--- config.mk ---
export PLATFORM = sky130hd
export DESIGN_NAME = ps2_kbd_rx_fifo_flat
export DESIGN_NICKNAME = d
export VERILOG_FILES = /design/src/rtl/ps2_kbd_pkg.sv /design/src/rtl/ps2_kbd_rx_fifo_if.sv /design/src/rtl/ps2_kbd_fifo.sv /design/src/rtl/ps2_kbd_rx_fifo.sv /design/src/flat_wrapper.sv
export SDC_FILE = /design/constraint.sdc
export NUM_CORES = 1
export LEC_CHECK = 0
export ABC_CLOCK_PERIOD_IN_PS = 4710
export BUFFER_PORTS_ARGS = -buffer_cell sky130_fd_sc_hd__buf_2
export CORE_MARGIN = 1.5
export CORE_UTILIZATION = 28
export CTS_CLUSTER_DIAMETER = 40
export DETAILED_ROUTE_END_ITERATION = 8
export GPL_ROUTABILITY_DRIVEN = 1
export PLACE_DENSITY = 0.5
export SLEW_MARGIN = 20
export SYNTH_ARGS = -nofsm -noshare
export SYNTH_HDL_FRONTEND = slang
export SYNTH_SLANG_ARGS = --single-unit
--- constraint.sdc ---
create_clock -name clk -period 4.71 [get_ports clk]
set_input_delay 0.471 -clock clk [delete_from_list [all_inputs] [get_ports clk]]
set_output_delay 0.471 -clock clk [all_outputs]
set_load 0.005 [all_outputs]
--- src/rtl/ps2_kbd_pkg.sv ---
// Shared FSM state type, PS/2 byte constants and key_word layout for the keyboard receiver.
// PS2_ASCII_EN adds the scan-set-2 to ASCII translation function.
package ps2_kbd_pkg;

  typedef enum logic [1:0] {
    IDLE   = 2'd0,
    DATA   = 2'd1,
    PARITY = 2'd2,
    STOP   = 2'd3
  } ps2_state_e;

  localparam logic [7:0] PS2_EXT    = 8'hE0;
  localparam logic [7:0] PS2_BRK    = 8'hF0;
  localparam logic [7:0] PS2_LSHIFT = 8'h12;
  localparam logic [7:0] PS2_RSHIFT = 8'h59;

  localparam int KW_VALID = 15;
  localparam int KW_BRK   = 14;
  localparam int KW_EXT   = 13;
  localparam int KW_SHIFT = 12;
  localparam int KW_OVF   = 11;

  typedef struct packed {
    logic       brk;
    logic       ext;
    logic       shift;
    logic [7:0] code;
  } key_evt_t;

`ifdef PS2_ASCII_EN
  // Unmapped scan codes return 00h so the caller can suppress them.
  function automatic logic [7:0] ps2_ascii(input logic [7:0] scan, input logic shift);
    logic [7:0] lower;
    lower = 8'h00;
    case (scan)
      8'h1C: lower = 8'h61; 8'h32: lower = 8'h62; 8'h21: lower = 8'h63; 8'h23: lower = 8'h64;
      8'h24: lower = 8'h65; 8'h2B: lower = 8'h66; 8'h34: lower = 8'h67; 8'h33: lower = 8'h68;
      8'h43: lower = 8'h69; 8'h3B: lower = 8'h6A; 8'h42: lower = 8'h6B; 8'h4B: lower = 8'h6C;
      8'h3A: lower = 8'h6D; 8'h31: lower = 8'h6E; 8'h44: lower = 8'h6F; 8'h4D: lower = 8'h70;
      8'h15: lower = 8'h71; 8'h2D: lower = 8'h72; 8'h1B: lower = 8'h73; 8'h2C: lower = 8'h74;
      8'h3C: lower = 8'h75; 8'h2A: lower = 8'h76; 8'h1D: lower = 8'h77; 8'h22: lower = 8'h78;
      8'h35: lower = 8'h79; 8'h1A: lower = 8'h7A;
      8'h45: lower = 8'h30; 8'h16: lower = 8'h31; 8'h1E: lower = 8'h32; 8'h26: lower = 8'h33;
      8'h25: lower = 8'h34; 8'h2E: lower = 8'h35; 8'h36: lower = 8'h36; 8'h3D: lower = 8'h37;
      8'h3E: lower = 8'h38; 8'h46: lower = 8'h39;
      8'h29: lower = 8'h20; 8'h5A: lower = 8'h0D; 8'h66: lower = 8'h08;
      default: lower = 8'h00;
    endcase
    if (shift && (lower >= 8'h61) && (lower <= 8'h7A)) begin
      return lower - 8'h20;
    end
    return lower;
  endfunction
`endif

endpackage

--- src/rtl/ps2_kbd_rx_fifo_if.sv ---
// MCU-side port of the PS/2 receiver: head-event word, status and the pop strobe.
interface ps2_kbd_rx_fifo_if #(
  parameter int FIFO_DEPTH = 8
);
  localparam int CW = $clog2(FIFO_DEPTH) + 1;

  logic          rd_en;
  logic [15:0]   key_word;
  logic          key_valid;
  logic [CW-1:0] fifo_count;
  logic          frame_err;

  modport master (output rd_en, input key_word, input key_valid, input fifo_count, input frame_err);
  modport slave  (input rd_en, output key_word, output key_valid, output fifo_count, output frame_err);
endinterface

--- src/rtl/ps2_kbd_fifo.sv ---
// Synchronous FIFO with a registered head word, occupancy count and sticky overflow.
// Shared between the keyboard and UART receive paths.
module ps2_kbd_fifo #(
  parameter int WIDTH = 11,
  parameter int DEPTH = 8
) (
  input  logic                   clk,
  input  logic                   reset_n,
  input  logic                   push_i,
  input  logic [WIDTH-1:0]       wdata_i,
  input  logic                   pop_i,
  output logic [WIDTH-1:0]       head_o,
  output logic                   empty_o,
  output logic                   overflow_o,
  output logic [$clog2(DEPTH):0] count_o
);
  localparam int AW = $clog2(DEPTH);
  localparam int CW = AW + 1;

  logic [WIDTH-1:0] mem_q [DEPTH];
  logic [AW-1:0]    wr_ptr_q, wr_ptr_d;
  logic [AW-1:0]    rd_ptr_q, rd_ptr_d;
  logic [CW-1:0]    count_q, count_d;
  logic [WIDTH-1:0] head_q, head_d;
  logic             ovf_q, ovf_d;
  logic             empty, full, do_push, do_pop;

  assign empty   = (count_q == '0);
  assign full    = (count_q == CW'(DEPTH));
  assign do_pop  = pop_i && !empty;
  // A pop in the same cycle frees the slot, so a full FIFO can still accept.
  assign do_push = push_i && (!full || do_pop);

  always_comb begin
    wr_ptr_d = wr_ptr_q;
    rd_ptr_d = rd_ptr_q;
    ovf_d    = ovf_q;
    head_d   = head_q;
    if (do_push) wr_ptr_d = wr_ptr_q + 1'b1;
    if (do_pop)  rd_ptr_d = rd_ptr_q + 1'b1;
    count_d = count_q + CW'(do_push) - CW'(do_pop);

    if (push_i && !do_push) begin
      ovf_d = 1'b1;
    end else if (do_pop && (count_d == '0)) begin
      ovf_d = 1'b0;
    end

    // Head tracks the post-update oldest entry so it is valid the cycle after a push.
    if (count_d == '0) begin
      head_d = '0;
    end else if (do_pop) begin
      head_d = (count_q == CW'(1)) ? wdata_i : mem_q[rd_ptr_d];
    end else if (empty) begin
      head_d = wdata_i;
    end
  end

  always_ff @(posedge clk) begin
    if (do_push) mem_q[wr_ptr_q] <= wdata_i;
  end

  always_ff @(posedge clk or negedge reset_n) begin
    if (!reset_n) begin
      wr_ptr_q <= '0;
      rd_ptr_q <= '0;
      count_q  <= '0;
      head_q   <= '0;
      ovf_q    <= 1'b0;
    end else begin
      wr_ptr_q <= wr_ptr_d;
      rd_ptr_q <= rd_ptr_d;
      count_q  <= count_d;
      head_q   <= head_d;
      ovf_q    <= ovf_d;
    end
  end

  assign head_o     = head_q;
  assign empty_o    = empty;
  assign overflow_o = ovf_q;
  assign count_o    = count_q;

endmodule

--- src/rtl/ps2_kbd_rx_fifo.sv ---
// PS/2 keyboard front end: pin sync and clock filter, frame deframer, E0/F0 and Shift decode, event FIFO.
// Define PS2_ASCII_EN to translate scan codes to ASCII and queue make events only.
module ps2_kbd_rx_fifo
  import ps2_kbd_pkg::*;
#(
  parameter int CLK_FREQUENCY = 12_000_000,
  parameter int TIMEOUT_US    = 1000,
  parameter int FILTER_LEN    = 4,
  parameter int FIFO_DEPTH    = 8
) (
  input  logic               clk,
  input  logic               reset_n,
  input  logic               ps2k_clk,
  input  logic               ps2k_data,
  ps2_kbd_rx_fifo_if.slave   mcu
);
  localparam int TO_CYCLES = CLK_FREQUENCY / 1_000_000 * TIMEOUT_US;
  localparam int TOW       = $clog2(TO_CYCLES + 1);
  localparam int CW        = $clog2(FIFO_DEPTH) + 1;

  // Input synchronisers and ps2k_clk glitch filter; lines idle high.
  logic                  clk_s1_q, clk_s2_q, dat_s1_q, dat_s2_q;
  logic [FILTER_LEN-1:0] hist_q;
  logic                  filt_q, fall_q, bit_q;

  always_ff @(posedge clk or negedge reset_n) begin
    if (!reset_n) begin
      clk_s1_q <= 1'b1;
      clk_s2_q <= 1'b1;
      dat_s1_q <= 1'b1;
      dat_s2_q <= 1'b1;
      hist_q   <= '1;
      filt_q   <= 1'b1;
      fall_q   <= 1'b0;
      bit_q    <= 1'b1;
    end else begin
      clk_s1_q <= ps2k_clk;
      clk_s2_q <= clk_s1_q;
      dat_s1_q <= ps2k_data;
      dat_s2_q <= dat_s1_q;
      hist_q   <= {hist_q[FILTER_LEN-2:0], clk_s2_q};
      if (&hist_q)       filt_q <= 1'b1;
      else if (~|hist_q) filt_q <= 1'b0;
      fall_q   <= filt_q && ~|hist_q;
      bit_q    <= dat_s2_q;
    end
  end

  // Frame deframer.
  ps2_state_e     state_q, state_d;
  logic [2:0]     bit_cnt_q, bit_cnt_d;
  logic [7:0]     sr_q, sr_d;
  logic [TOW-1:0] to_cnt_q, to_cnt_d;
  logic           err_d, done_d;
  logic           frame_err_q, byte_done_q;
  logic [7:0]     byte_q;

  always_comb begin
    state_d   = state_q;
    bit_cnt_d = bit_cnt_q;
    sr_d      = sr_q;
    err_d     = 1'b0;
    done_d    = 1'b0;
    if ((state_q == IDLE) || fall_q) to_cnt_d = '0;
    else                             to_cnt_d = to_cnt_q + 1'b1;

    if ((state_q != IDLE) && !fall_q && (to_cnt_q == TOW'(TO_CYCLES - 1))) begin
      state_d = IDLE;
      err_d   = 1'b1;
    end else if (fall_q) begin
      unique case (state_q)
        IDLE: begin
          if (!bit_q) begin
            state_d   = DATA;
            bit_cnt_d = 3'd0;
          end
        end
        DATA: begin
          sr_d      = {bit_q, sr_q[7:1]};
          bit_cnt_d = bit_cnt_q + 1'b1;
          if (bit_cnt_q == 3'd7) state_d = PARITY;
        end
        PARITY: begin
          if (^{sr_q, bit_q}) begin
            state_d = STOP;
          end else begin
            state_d = IDLE;
            err_d   = 1'b1;
          end
        end
        STOP: begin
          state_d = IDLE;
          if (bit_q) done_d = 1'b1;
          else       err_d  = 1'b1;
        end
      endcase
    end
  end

  always_ff @(posedge clk or negedge reset_n) begin
    if (!reset_n) begin
      state_q     <= IDLE;
      bit_cnt_q   <= '0;
      sr_q        <= '0;
      to_cnt_q    <= '0;
      frame_err_q <= 1'b0;
      byte_done_q <= 1'b0;
      byte_q      <= '0;
    end else begin
      state_q     <= state_d;
      bit_cnt_q   <= bit_cnt_d;
      sr_q        <= sr_d;
      to_cnt_q    <= to_cnt_d;
      frame_err_q <= err_d;
      byte_done_q <= done_d;
      if (done_d) byte_q <= sr_q;
    end
  end

  // Prefix and Shift decode; the event is formed before Shift is updated.
  logic     ext_q, ext_d, brk_q, brk_d, shift_q, shift_d, push;
  key_evt_t evt;

  always_comb begin
    ext_d   = ext_q;
    brk_d   = brk_q;
    shift_d = shift_q;
    push    = 1'b0;
    evt     = {brk_q, ext_q, shift_q, byte_q};
    if (frame_err_q) begin
      ext_d = 1'b0;
      brk_d = 1'b0;
    end else if (byte_done_q) begin
      if (byte_q == PS2_EXT) begin
        ext_d = 1'b1;
      end else if (byte_q == PS2_BRK) begin
        brk_d = 1'b1;
      end else begin
`ifdef PS2_ASCII_EN
        evt.code = ps2_ascii(byte_q, shift_q);
        push     = !brk_q && (evt.code != 8'h00);
`else
        push     = 1'b1;
`endif
        if ((byte_q == PS2_LSHIFT) || (byte_q == PS2_RSHIFT)) shift_d = !brk_q;
        ext_d = 1'b0;
        brk_d = 1'b0;
      end
    end
  end

  always_ff @(posedge clk or negedge reset_n) begin
    if (!reset_n) begin
      ext_q   <= 1'b0;
      brk_q   <= 1'b0;
      shift_q <= 1'b0;
    end else begin
      ext_q   <= ext_d;
      brk_q   <= brk_d;
      shift_q <= shift_d;
    end
  end

  // Event FIFO and MCU-facing word.
  key_evt_t      fifo_head;
  logic          fifo_empty, fifo_ovf;
  logic [CW-1:0] fifo_cnt;

  ps2_kbd_fifo #(
    .WIDTH ($bits(key_evt_t)),
    .DEPTH (FIFO_DEPTH)
  ) u_fifo (
    .clk        (clk),
    .reset_n    (reset_n),
    .push_i     (push),
    .wdata_i    (evt),
    .pop_i      (mcu.rd_en),
    .head_o     (fifo_head),
    .empty_o    (fifo_empty),
    .overflow_o (fifo_ovf),
    .count_o    (fifo_cnt)
  );

  always_comb begin
    mcu.key_word           = '0;
    mcu.key_word[KW_VALID] = !fifo_empty;
    mcu.key_word[KW_BRK]   = fifo_head.brk;
    mcu.key_word[KW_EXT]   = fifo_head.ext;
    mcu.key_word[KW_SHIFT] = fifo_head.shift;
    mcu.key_word[KW_OVF]   = fifo_ovf;
    mcu.key_word[7:0]      = fifo_head.code;
  end

  assign mcu.key_valid  = !fifo_empty;
  assign mcu.fifo_count = fifo_cnt;
  assign mcu.frame_err  = frame_err_q;

endmodule

--- src/flat_wrapper.sv ---
// flat-port wrapper written by rule: the top's interface ports become plain ports
module ps2_kbd_rx_fifo_flat import ps2_kbd_pkg::*;
#(
  parameter int CLK_FREQUENCY = 12_000_000,
  parameter int TIMEOUT_US    = 1000,
  parameter int FILTER_LEN    = 4,
  parameter int FIFO_DEPTH    = 8
)
  (clk, reset_n, ps2k_clk, ps2k_data, mcu_rd_en, mcu_key_word, mcu_key_valid, mcu_fifo_count, mcu_frame_err);
  ps2_kbd_rx_fifo_if #(.FIFO_DEPTH(FIFO_DEPTH)) mcu_i ();
  input  logic clk;
  input  logic reset_n;
  input  logic ps2k_clk;
  input  logic ps2k_data;
  input wire logic [$bits(mcu_i.rd_en)-1:0] mcu_rd_en;
  output wire logic [$bits(mcu_i.key_word)-1:0] mcu_key_word;
  output wire logic [$bits(mcu_i.key_valid)-1:0] mcu_key_valid;
  output wire logic [$bits(mcu_i.fifo_count)-1:0] mcu_fifo_count;
  output wire logic [$bits(mcu_i.frame_err)-1:0] mcu_frame_err;
  assign mcu_i.rd_en = mcu_rd_en;
  assign mcu_key_word = mcu_i.key_word;
  assign mcu_key_valid = mcu_i.key_valid;
  assign mcu_fifo_count = mcu_i.fifo_count;
  assign mcu_frame_err = mcu_i.frame_err;
  ps2_kbd_rx_fifo #(.CLK_FREQUENCY(CLK_FREQUENCY), .TIMEOUT_US(TIMEOUT_US), .FILTER_LEN(FILTER_LEN), .FIFO_DEPTH(FIFO_DEPTH)) u_core (.clk(clk), .reset_n(reset_n), .ps2k_clk(ps2k_clk), .ps2k_data(ps2k_data), .mcu(mcu_i));
endmodule
==> flow_summary.json <==
{
  "outcome": "complete, no violations",
  "hpwlAfterDp_mm": 9.20,
  "p_switching_mw": 1.42,
  "clkPwrFrac_pct": 31.8,
  "final.min_clock_period_ns": 3.92,
  "wirelength_mm": 14.8,
  "fmax_ghz": 0.255,
  "cts_root_buf": "clkbuf_16",
  "nNetsFinal": 552,
  "fill_cells": 2347,
  "cp-end-kind": "flip-flop",
  "seq_area_um2": 4480,
  "crit_path_max_fanout": 13,
  "cp_slowest_cell": "or4b_2",
  "grt_pass1_vias": 4166,
  "drt_iter0_markers": 204,
  "ir_drop_mv": 0.206,
  "ys_types": 56,
  "fin_cells": 873,
  "place_ws_ns": 0.781,
  "viasPerCell": 4.64,
  "area.growth.synth_to_final_pct": 15.9,
  "drcViolationCount": 0,
  "fin_ws_ns": 0.788,
  "multi_input_area_um2": 2160,
  "powerDensity_nw_per_um2": 538,
  "vias": 4048,
  "wl_per_cell_um": 16.9,
  "fin_tns_setup_ns": 0,
  "grt_max_degree": 74,
  "cellLeakagePower_nw": 3.09,
  "cp_cell_sequence": "or4b_2 > o211ai_1 > nand3_1 > inv_1 > a21o_1 > ha_1 > inv_1 > fa_1 > inv_1 > or3_1 > o21bai_1 > buf_4 > o32ai_1",
  "hold_viol": 0,
  "p_int_mw": 2.85,
  "cts-resized-gates": 0,
  "crit_top_cell": "inv_1",
  "yosysSeqAreaShare_pct": 65.5,
  "cp_top_family": "simple AND/OR/NAND/NOR gates",
  "crit_path_max_incr_delay_ns": 0.74,
  "synth_cells": 500,
  "drt_pass1_iterations": 4,
  "h-tree-depth": 4,
  "port_buffers": 23,
  "path_class": "reg2reg",
  "ys_ff_latch": 161,
  "yosys.area.top_type": "edfxtp_1",
  "finalClockSkew_ns": 0.0102,
  "place.gp.congestion": 0.719,
  "ys_warn_count": 0,
  "core_um2": 24200,
  "layout-drive-gt1-share_pct": 23.5,
  "ys_top_cells_by_area": "edfxtp_1, dfrtp_1, mux2_2, dfstp_2, nand2_1",
  "cts.reportedPaths.clkPinSlew_ns": 0.07,
  "cap_violations": 0,
  "async_reset_ff_share_pct": 45.3,
  "clk_latency_ns": 0.43,
  "seqPwrFrac_pct": 40.2,
  "final_util_pct": 32.8,
  "post_cts_buffers": 0,
  "cts_sinks": 161,
  "die_y_um": 159,
  "tritoncts": "yes",
  "slew_headroom_pct": 28.1,
  "ys.flop_type": "edfxtp_1",
  "cts_buffer_depth": 2,
  "crit_path_start": "u_core.byte_q[1]",
  "antenna_found_initial": 0,
  "synth.cell_area_um2": 6850,
  "numCtsBuffers": 17,
  "rr_startpoint": "u_core.byte_q[1]",
  "yosys.area.top_type_share_pct": 38.6,
  "synth_area_per_cell_um2": 13.7,
  "dieWidth_um": 159,
  "grt_pass1_wl_mm": 24.0,
  "rsz0062_at_grt": "no",
  "track_usage_pct": 12.4,
  "gr-total-overflow": 0,
  "rows": 57,
  "setup_viol": 0,
  "diodes": 0,
  "required_ns": 5.02,
  "drv_slew": 0,
  "crit_buf_inv": 4,
  "hold_buffers": 0,
  "hold_class": "in2async",
  "dieArea_um2": 25400,
  "start_util_pct": 28.3,
  "crit_arrival_ns": 4.23,
  "io-pin-count": 27,
  "pwr-share-comb_pct": 28.1,
  "synth_edf_count": 88,
  "finalCritPeriodShare_pct": 83.3,
  "netSwitchingFraction_pct": 33.2,
  "cp-start-kind": "flip-flop",
  "final_antenna_net_count": 0,
  "tightestPinTransition_ns": 1.07,
  "dpl.cell_count": 841
}
==> power groups by stage <==
stage          clock network [mW]  logic [mW]  registers [mW]
3_5_place_dp                    0        1.21            1.75
3_3_place_gp                    0        1.19            1.74
5_1_grt                      1.47        1.32            1.73
6_report                     1.36        1.20            1.72
2_1_floorplan                   0       0.889            1.72
4_1_cts                      1.40        1.22            1.72
==> path summary, 6_finish.rpt <==
check	end	slack (ns)	cells after the start
min in group clk	u_core.dat_s1_q	0.14	1
min	u_core.byte_done_q	0.09	1
max reg2reg	u_core.u_fifo.head_o[2]	0.79	13
min reg2reg	u_core.hist_q[0]	0.36	0
max	u_core.u_fifo.head_o[2]	0.79	13
max in group asynchronous	u_core.shift_q	4.15	1
==> cell families after synthesis <==
kind of cell,share of synthesized area (%)
buffers and inverters,3.03
AOI/OAI and AO/OA,9.14
and+or+nand+nor,9.27
adders and majority gates,2.12
muxes,7.90
DFF,65.5
other,0.0548
xor gates and xnor gates,3.02
==> final cells by class <==
type / count / share of cell area (%)
flip-flops and latches: 161 / 56.5
multi-input cells: 300 / 27.3
clock buffers: 17 / 5.36
well taps: 324 / 5.11
repair buffers: 37 / 2.85
clock inverters: 15 / 2.02
inverters: 19 / 0.899
==> cells in the final DEF, fill, tap and decap left out, drive strengths merged, types with 4 or more instances in the layout <==
cell,n
and3,4
or3,4
clkinv,4
a21boi,8
nand2,42
dfrtp,63
xnor2,12
mux2,48
nand3,17
edfxtp,88
xor2,9
o211ai,4
o22ai,21
a21oi,10
o21ai,13
nor2,30
clkbuf,17
dfstp,10
ha,10
nor3,7
a211oi,4
o32ai,9
buf,37
inv,27
nor2b,8
==> synthesized netlist by cell type, types with 3 or more instances <==
| master | count |
|---|---|
| a21o_1 | 3 |
| dfrtp_1 | 63 |
| nor2_1 | 30 |
| o32ai_1 | 8 |
| nand2b_1 | 3 |
| mux2_1 | 5 |
| buf_6 | 4 |
| clkbuf_1 | 10 |
| nor2b_1 | 8 |
| dfstp_2 | 10 |
| mux2_2 | 43 |
| nand3_1 | 17 |
| a21boi_0 | 8 |
| nor4_1 | 3 |
| o211ai_1 | 4 |
| nor3_1 | 7 |
| o22ai_1 | 21 |
| buf_4 | 6 |
| ha_1 | 10 |
| o21ai_0 | 12 |
| and3_1 | 4 |
| inv_1 | 17 |
| xnor2_1 | 12 |
| a21oi_1 | 10 |
| xor2_1 | 9 |
| or3_1 | 4 |
| edfxtp_1 | 88 |
| nand2_1 | 42 |
| a211oi_1 | 4 |
==> routing by layer <==
layer  global-route usage (%)  wire, µm  up-vias
met1                     15.7      6600     2033
li1                         -         -     1919
met4                     3.47        99        0
met5                        0         0        -
met3                     4.17       785        7
met2                     20.3      7290       89
==> sequential cells by signal (all words and copies together), names as in the netlist, 4 cells and up <==
register,cells
u_core.sr_q,8
u_core.u_fifo.count_o,4
u_core.u_fifo.head_o,11
u_core.to_cnt_q,14
u_core.u_fifo.mem_q,88
u_core.byte_q,8
u_core.hist_q,4
==> stage by stage <==
step	total power, mW	hold WS (ns)	area, µm²
floorplan	2.60	0.175	6850
global placement	2.93	0.346	7340
detailed placement	2.95	0.347	7340
CTS	4.33	0.116	7930
global route	4.52	0.107	7930
finish	4.27	0.0866	7930
No activity file was read; power rests on OpenSTA's default activity.
